[src/rtl/instr_fetch.sv]
// instr_fetch: program-RAM fetch stage with a 2-entry prefetch queue and redirect flush.
// Ports:
//   clk, rst_n                 clock, asynchronous active-low reset
//   mem_addr, mem_ren          program RAM read address / read request
//   mem_rdata                  RAM read data, valid the cycle after mem_ren
//   instr, instr_pc            head-of-queue word and its full 32-bit PC
//   instr_valid, instr_ready   handshake towards execute
//   redirect, redirect_pc      one-cycle flush pulse and new fetch PC
module instr_fetch #(
  parameter logic [31:0] START_PC = 32'd0,
  parameter int ADDR_WIDTH = 11
) (
  input  logic clk,
  input  logic rst_n,
  output logic [ADDR_WIDTH-1:0] mem_addr,
  output logic mem_ren,
  input  logic [31:0] mem_rdata,
  output logic [31:0] instr,
  output logic [31:0] instr_pc,
  output logic instr_valid,
  input  logic instr_ready,
  input  logic redirect,
  input  logic [31:0] redirect_pc
);
  logic [31:0] fetch_pc, inflight_pc;
  logic inflight, pop, push;
  logic [31:0] word_q [2];
  logic [31:0] pc_q [2];
  logic [1:0] count, left;
  assign instr = word_q[0];
  assign instr_pc = pc_q[0];
  assign instr_valid = count != 2'd0;
  assign mem_addr = fetch_pc[ADDR_WIDTH-1:0];
  // Entries remaining after this cycle's pop; a pushed word lands in the slot just past them.
  always_comb begin
    pop = instr_valid & instr_ready;
    push = inflight & ~redirect;
    left = count - {1'b0, pop};
    // Credit: queued plus in-flight words never exceed the two queue slots.
    mem_ren = ~redirect & (((count + {1'b0, inflight}) < 2'd2) | pop);
  end
  always_ff @(posedge clk or negedge rst_n) begin
    if (!rst_n) begin
      fetch_pc <= START_PC;
      inflight <= 1'b0;
      inflight_pc <= 32'd0;
      count <= 2'd0;
      word_q[0] <= 32'd0;
      word_q[1] <= 32'd0;
      pc_q[0] <= 32'd0;
      pc_q[1] <= 32'd0;
    end else begin
      // mem_ren is already low during redirect, so the flushed read never returns.
      inflight <= mem_ren;
      if (mem_ren) inflight_pc <= fetch_pc;
      fetch_pc <= redirect ? redirect_pc : fetch_pc + {31'd0, mem_ren};
      count <= redirect ? 2'd0 : left + {1'b0, push};
      word_q[0] <= (push && left == 2'd0) ? mem_rdata : pop ? word_q[1] : word_q[0];
      pc_q[0] <= (push && left == 2'd0) ? inflight_pc : pop ? pc_q[1] : pc_q[0];
      if (push && left == 2'd1) begin
        word_q[1] <= mem_rdata;
        pc_q[1] <= inflight_pc;
      end
    end
  end
endmodule

[config.mk]
export PLATFORM = sky130hd
export DESIGN_NAME = instr_fetch
export DESIGN_NICKNAME = d
export VERILOG_FILES = /design/src/rtl/instr_fetch.sv
export SDC_FILE = /design/constraint.sdc
export NUM_CORES = 1
export LEC_CHECK = 0
export ABC_AREA = 1
export BUFFER_PORTS_ARGS = -buffer_cell sky130_fd_sc_hd__buf_2
export CORE_UTILIZATION = 50
export DETAILED_ROUTE_END_ITERATION = 12
export MAX_ROUTING_LAYER = met4
export PLACE_DENSITY_LB_ADDON = 0.12
export SLEW_MARGIN = 20
export SYNTH_ARGS = -nofsm -noshare
export SYNTH_HDL_FRONTEND = slang
export SYNTH_SLANG_ARGS = --single-unit
[constraint.sdc]
create_clock -name clk -period 4.3 [get_ports clk]
set_input_delay 0.215 -clock clk [delete_from_list [all_inputs] [get_ports clk]]
set_output_delay 0.215 -clock clk [all_outputs]
set_load 0.01 [all_outputs]
==> results.txt, run 1 <==
----------------------------------------------------
[Floorplanning]
  Num ports ... ~150
  Width of the die ... about 140 microns
  Row count ... 50
  Die Ht ... 142 microns
  Floorplan core area ... 19000 sq um
  Die outline area ... 20200 sq um
  Effective utilization at floorplan ... around 52%

[Final layout]
  Share of layout cells above drive strength 1 ... a little under a quarter
  Inserted Diodes ... 0
  Area overhead of the layout relative to synthesis ... 11.9%
  Number of nets in the final layout ... about 1.2k
  Final design utilization ... 57.8%
  Storage element area ... around 4900 sq um
  Number of fill cells in the layout ... about 1.7k
  Footprint of the multi-input gates ... 3540 sq um

[Placed design]
  Number of port buffers ... 144
  Placer Congestion ... ~0.88
  Detail Placement HPWL ... approximately 13000 microns

[STA]
  Slew headroom ... about 46%
  Final-layout setup total negative slack ... 0 ns
  Transition time of the tightest slew-check pin ... slightly above 0.8 ns
  Post-route clock skew ... about 0.0067 ns
  F_max ... 358 MHz
  Tcrit/Tclk final ... about two thirds
  Crit path time final ... around 2.8 ns
  RSZ-0062 raised after global routing ... false
  Final setup violation count ... 0
  Final-report hold violation count ... 0
  Count of pins over their slew limit ... 0

[Yosys]
  Flops & latches, synth ... between 150 and 200
  Number of warnings printed during yosys synthesis ... 0
  Prevailing post-synth register cell ... sky130_fd_sc_hd__dfrtp_1
  Synth Area per Inst ... about 9 sq um
  Synth top area cells ... sky130_fd_sc_hd__dfrtp_1 50%, sky130_fd_sc_hd__nand2_1 9.1%, sky130_fd_sc_hd__nand3_1 8.5%, sky130_fd_sc_hd__o211ai_2 8.2%, sky130_fd_sc_hd__buf_4 6.0%
  Area fraction of the dominant cell type after synthesis ... 49.8%
  Most used standard cells in the synthesized netlist ... 238 x sky130_fd_sc_hd__nand2_1, 195 x sky130_fd_sc_hd__dfrtp_1, 166 x sky130_fd_sc_hd__nand3_1
  Cell type with the highest aggregate area in the netlist ... sky130_fd_sc_hd__dfrtp_1
  Most frequent cell after synthesis ... sky130_fd_sc_hd__nand2_1
  FFs w/ async S/R, synth ... 100%
  Post-synthesis cell area ... between 9000 and 10000 sq um
  Number of enable-type register cells in the synthesized netlist ... 0
  Sequential element share of the synthesized area ... approximately half
  Unique cell type count in the Yosys netlist ... 26
  Number of cells produced by synthesis ... between 1k and 1.5k
  Nets in the synthesized netlist ... approximately 1.2k

[Pwr]
  Leakage component of the power ... about 5.5 nW
  Power per cell area ... 626 nW/um^2
  Power after layout ... about 6.9 mW
  VDD IR-drop max ... about 0.29 mV

[Worst setup path]
  Required time of the critical path ... between 4 and 5 ns
  CP bufs+invs ... 1
  Worst setup path class ... reg -> reg
  CP max-delay cell ... sky130_fd_sc_hd__nand3_4
  Top delay family on crit path ... simple AND/OR/NAND/NOR gates
  Setup slack on the worst flop-to-flop path ... 1.50 ns
  Top fanout value on the critical path ... 111
  Endpoint arrival time on the critical path ... about 3.1 ns
  Cell chain of the critical path ... nor2_1 > nor2_4 > ha_1 > xnor2_2 > nand3_4 > buf_12 > nand3_1 > o211ai_2
  Type of destination of the critical path ... flip-flop
  Maximum cell stage delay along the critical path ... approximately 0.57 ns
  Element type at the critical path start ... flip-flop

[Global route]
  First-pass GRT wire length ... approximately 34000 microns
  Overall track demand over capacity in global routing ... 22.1%
  Grt ovf ... 0
  Vias in the first global route ... between 6k and 7k
  Maximum number of pins on one net before global-route repair ... ~130
  Initial antenna violation count ... 0

[Route]
  Number of optimization iterations in the first detailed-route pass ... 5
  Via Count ... between 7k and 8k
  Number of DRC violations after detailed routing ... 0
  Detailed router's first-iteration violation count ... 468
  Average wire length per cell after detail routing ... between 10 and 15 microns
  Total wire length ... 20400 microns
  Post-detailed-route count of antenna-violating nets ... 0
  Per-cell via count in the routed design ... approximately 5.0

[Clock tree]
  # clock sinks ... 195
  Buffer count from post-CTS setup fixing ... 0
  CTS Buffer Depth ... 2
  Source-to-sink clock delay at the later pin of the worst-skew pair ... 0.43 ns
  Clock root buffer ... sky130_fd_sc_hd__clkbuf_16
  TritonCTS clock tree ... built
  Clock transition at the registers of the reported paths ... about 0.07 ns
  H-Tree Level Count ... 4
  Clock buffer count from CTS ... 17

[Run]
  Max_cap viols ... 0

[Worst hold path]
  Path class of the lowest-slack min-delay path ... in -> reg

[Outcome]
  Result of the run ... complete, no violations

----------------------------------------------------
## through the flow
stage / worst slack, ns / cell area [sq um] / instances / hold slack [ns]
floorplan: 2.07 / 9800 / 1091 / -0.0806
CTS: 1.56 / 10900 / 1430 / 0.0187
detailed placement: 1.58 / 9950 / 1368 / 0.419
global placement: 1.64 / 9950 / 1368 / 0.414
global route: 1.36 / 11000 / 1431 / 0.0273
finish: 1.50 / 11000 / 1431 / 0.0336
## per-layer routing
metal,wire (microns),global-route usage (%)
met3,787,3.50
met1,9990,31.3
met2,9260,32.3
met5,0,-
met4,371,7.75
## state kept, by name (all words and copies together) (netlist names)
signal and flops:
fetch_pc 32, instr 32, inflight 1, word_q 32
instr_pc 32, pc_q 32, count 2, inflight_pc 32
## cells by family (layout without fill, tap and decap cells)
group	Yosys count	after routing	share of synthesized area [%]
AND/OR/NAND/NOR	462	462	20.6
flip-flops	195	195	49.8
XOR/XNOR	5	5	0.524
buffers and inverters	243	323	14.3
AO/OA/AOI/OAI	182	182	14.3
adder cells (fa/ha/maj)	4	4	0.511
## placed cells by master (no fill, tap or decap), types with 23 or more instances in the layout
cell type,synthesis,layout
sky130_fd_sc_hd__nand3_1,166,166
sky130_fd_sc_hd__dlygate4sd3_1,0,30
sky130_fd_sc_hd__o21ai_0,86,86
sky130_fd_sc_hd__nand2_1,238,238
sky130_fd_sc_hd__inv_1,105,105
sky130_fd_sc_hd__nor2_1,41,41
sky130_fd_sc_hd__dfrtp_1,195,195
sky130_fd_sc_hd__o211ai_2,64,64
sky130_fd_sc_hd__o21ai_1,23,23
sky130_fd_sc_hd__buf_2,30,143
## final cells by class
class	instances	area share, %
Clock buffer	18	3.92
Clock inverter	14	2.24
Inverter	107	3.66
Multi-Input combinational cell	653	32.3
Sequential cell	195	44.5
Tap cell	260	2.97
Timing Repair Buffer	184	10.4
## report_power, final
| group | leakage [nW] | internal [mW] | switching (mW) |
|---|---|---|---|
| Sequential | 2.46 | 2.48 | 0.366 |
| Clock | 0.327 | 1.10 | 0.709 |
| Combinational | 2.71 | 0.875 | 1.32 |
## worst paths after layout
check                                start  cells after the start               to
setup / recovery                  count[1]                      8        instr[10]
hold / removal             redirect_pc[19]                      3     fetch_pc[19]
setup reg to reg                  count[1]                      8        instr[10]
hold reg to reg            inflight_pc[29]                      2  inflight_pc[29]
max in group asynchronous            rst_n                      4      instr_pc[1]
min in group asynchronous            rst_n                      2        instr[26]
## timing repair
action	in CTS	in global routing
endpoints found under the hold margin	36	0
gates resized for setup	0	0
hold buffers	30	0
## tightest hold or removal path, stage by stage
cell                      delay (ns)
sky130_fd_sc_hd__buf_2          0.07
sky130_fd_sc_hd__nand2_1        0.07
sky130_fd_sc_hd__nand2_1        0.07
Power figures use the tool's default switching activity.
==> run 2, diff against run 1 <==
Clock period 4.3 ns to 2.56 ns, I/O delays scaled along.
==> run 2 against run 1 <==
  * Maximum frequency grew 23%
  * Wire length grew 4.0%
  * First-iteration DRC count shrank 6.2%
  * Via count grew 3.2%
  * Largest cell class unchanged
==> results.txt, run 2 (synthesized netlist as in run 1, its figures left out) <==
----------------------------------------------------
[STA]
  Count of pins over their slew limit ... 0 (unchanged)
  Final-layout setup total negative slack ... 0 ns (unchanged)
  Final setup violation count ... 0 (unchanged)
  Tcrit/Tclk final ... 88.9% (+24 points)
  Crit path time final ... 2.28 ns (-0.521 ns)
  Post-route clock skew ... 0.00723 ns (+0.000555 ns)
  Transition time of the tightest slew-check pin ... 0.798 ns (-0.0189 ns)
  Minimum setup slack in the final design ... 0.284 ns (-1.22 ns)
  F_max ... 439 MHz (+23%)
  RSZ-0062 raised after global routing ... false
  Final-report hold violation count ... 0 (unchanged)
  Slew headroom ... 46.8% (+1.3 points)

[Route]
  Via Count ... 7323 (+3.2%)
  Average wire length per cell after detail routing ... 14.4 microns (+1.3%)
  Post-detailed-route count of antenna-violating nets ... 0 (unchanged)
  Total wire length ... 21200 microns (+4.0%)
  Number of optimization iterations in the first detailed-route pass ... 5 (unchanged)
  Per-cell via count in the routed design ... 4.99 (+0.56%)
  Number of DRC violations after detailed routing ... 0 (unchanged)
  Detailed router's first-iteration violation count ... 439 (-6.2%)

[Outcome]
  Result of the run ... complete, no violations

[Final layout]
  Share of layout cells above drive strength 1 ... 22.7% (-0.14 points)
  Final design utilization ... 59.6% (+1.8 points)
  Non-filler cells in the finished layout ... 1469 (+2.7%)
  Number of nets in the final layout ... 1268 (+3.1%)
  Area overhead of the layout relative to synthesis ... 15.3%
  Most frequent standard cell in the layout excluding fill and tap cells ... sky130_fd_sc_hd__nand2_1
  Inserted Diodes ... 0 (unchanged)
  Top library cells by usage in the layout, fill and taps aside ... 238 x sky130_fd_sc_hd__nand2_1, 195 x sky130_fd_sc_hd__dfrtp_1, 166 x sky130_fd_sc_hd__nand3_1

[Worst setup path]
  Top fanout value on the critical path ... 66 (-41%)
  CP max-delay cell ... sky130_fd_sc_hd__buf_4
  Type of destination of the critical path ... flip-flop
  Worst setup path class ... reg -> reg
  Element type at the critical path start ... flip-flop
  Maximum cell stage delay along the critical path ... 0.59 ns (+0.02 ns)
  Required time of the critical path ... 2.90 ns (-1.70 ns)
  Setup slack on the worst flop-to-flop path ... 0.28 ns (-1.22 ns)
  Cell chain of the critical path ... nor2_1 > nor2_4 > ha_1 > xnor2_2 > nand3_4 > buf_4 > nand3_1 > o211ai_2
  Endpoint arrival time on the critical path ... 2.62 ns (-0.48 ns)

[Global route]
  First-pass GRT wire length ... 35000 microns (+3.8%)
  Routing usage on met2 ... 35.1% (+2.8 points)
  Busiest metal layer after global routing ... met2
  Overall track demand over capacity in global routing ... 22.9% (+0.74 points)
  Vias in the first global route ... 6936 (+4.1%)
  Maximum number of pins on one net before global-route repair ... 127 (-1.6%)
  Grt ovf ... 0 (unchanged)
  M1 GR Usage ... 31.5% (+0.17 points)
  Met3 routing resource usage after global routing ... 2.96% (-0.54 points)
  Initial antenna violation count ... 0 (unchanged)

[Pwr]
  Power per cell area ... 1000 nW/um^2 (+60%)
  Leakage component of the power ... 5.64 nW (+2.6%)
  VDD IR-drop max ... 0.559 mV (+94%)

[Placed design]
  DP Worst Slack ... 0.288 ns (-1.29 ns)
  Number of port buffers ... 144 (unchanged)
  # placed instances ... 1376 (+0.58%)
  Detail Placement HPWL ... 13900 microns (+5.4%)
  Placer Congestion ... 0.839 (-4.4%)

[Clock tree]
  Number of gates resized after CTS ... 0 (unchanged)
  Clock buffer count from CTS ... 17 (unchanged)
  Buffer count from post-CTS setup fixing ... 0 (unchanged)
  Clock transition at the registers of the reported paths ... 0.07 ns (about the same)
  CTS Buffer Depth ... 2 (unchanged)
  Post-CTS Hold Buffers ... 61 (+100%)
  # clock sinks ... 195 (unchanged)
  TritonCTS clock tree ... built
  Source-to-sink clock delay at the later pin of the worst-skew pair ... 0.43 ns (about the same)
  H-Tree Level Count ... 4 (unchanged)
  Clock root buffer ... sky130_fd_sc_hd__clkbuf_16

[Floorplanning]
  Die outline area ... 20200 sq um (unchanged)
  Width of the die ... 142 microns (unchanged)
  Floorplan core area ... 19000 sq um (unchanged)
  Row count ... 50 (unchanged)
  Effective utilization at floorplan ... 51.7% (unchanged)
  Die Ht ... 142 microns (unchanged)
  Num ports ... 145 (unchanged)

[Worst hold path]
  Path class of the lowest-slack min-delay path ... in -> reg

[Run]
  Max_cap viols ... 0 (unchanged)

----------------------------------------------------
## run 2: cell count changes in the layout (fill, tap and decap cells not counted), sizes merged
cell         before  now
clkbuf           19   21
clkinv            1    4
clkinvlp          1    4
inv             113  108
dlygate4sd3      30   61
bufinv            6    3
buf             153  160
## run 2: worst paths after layout
kind / from / to / depth (start not counted)
max in group asynchronous: rst_n / word_q[31] / 3
min: mem_rdata[0] / instr[0] / 3
min in group asynchronous: rst_n / instr[26] / 2
max: count[1] / instr[24] / 8
max reg2reg: count[1] / instr[24] / 8
min reg2reg: inflight_pc[16] / inflight_pc[16] / 2
## run 2: critical path: cells and delay by family (launching register included)
family	cells	cell delay (ns)
buffers and inverters	1	0.59
flip-flops	1	0.44
AND/OR/NAND/NOR	4	0.61
AO/OA/AOI/OAI	1	0.12
adder cells (fa/ha/maj)	1	0.21
XOR/XNOR	1	0.20
## run 2: stage by stage
step,total power [mW],hold WS (ns),area (sq um)
6_report,11.3,0.0171,11300
5_1_grt,12.1,0.0149,11300
4_1_cts,11.5,0.00199,11300
3_5_place_dp,8.59,0.241,10100
3_3_place_gp,8.49,0.238,10100
2_1_floorplan,8.13,-0.168,9800
## run 2: cell type report
type	count	area (sq um)
Inverter	107	402
Tap cell	260	325
Multi-Input combinational cell	653	3540
Clock inverter	12	155
Clock buffer	20	457
Fill cell	1669	7660
Sequential cell	195	4880
Timing Repair Buffer	222	1540
## run 2: power breakdown
part           switching (mW)  total, mW  internal [mW]  leakage, nW
Sequential              0.606       4.77           4.17         2.46
Combinational            2.25       3.80           1.55         2.89
Clock                    1.18       2.77           1.59        0.290
Total                    4.03       11.3           7.31         5.64
## run 2: layer usage
metal  share of wire (%)  wire length, microns
met3                 3.5                   737
met4                 1.3                   272
met2                  46                  9750
met5                   0                     0
met1                  49                 10500
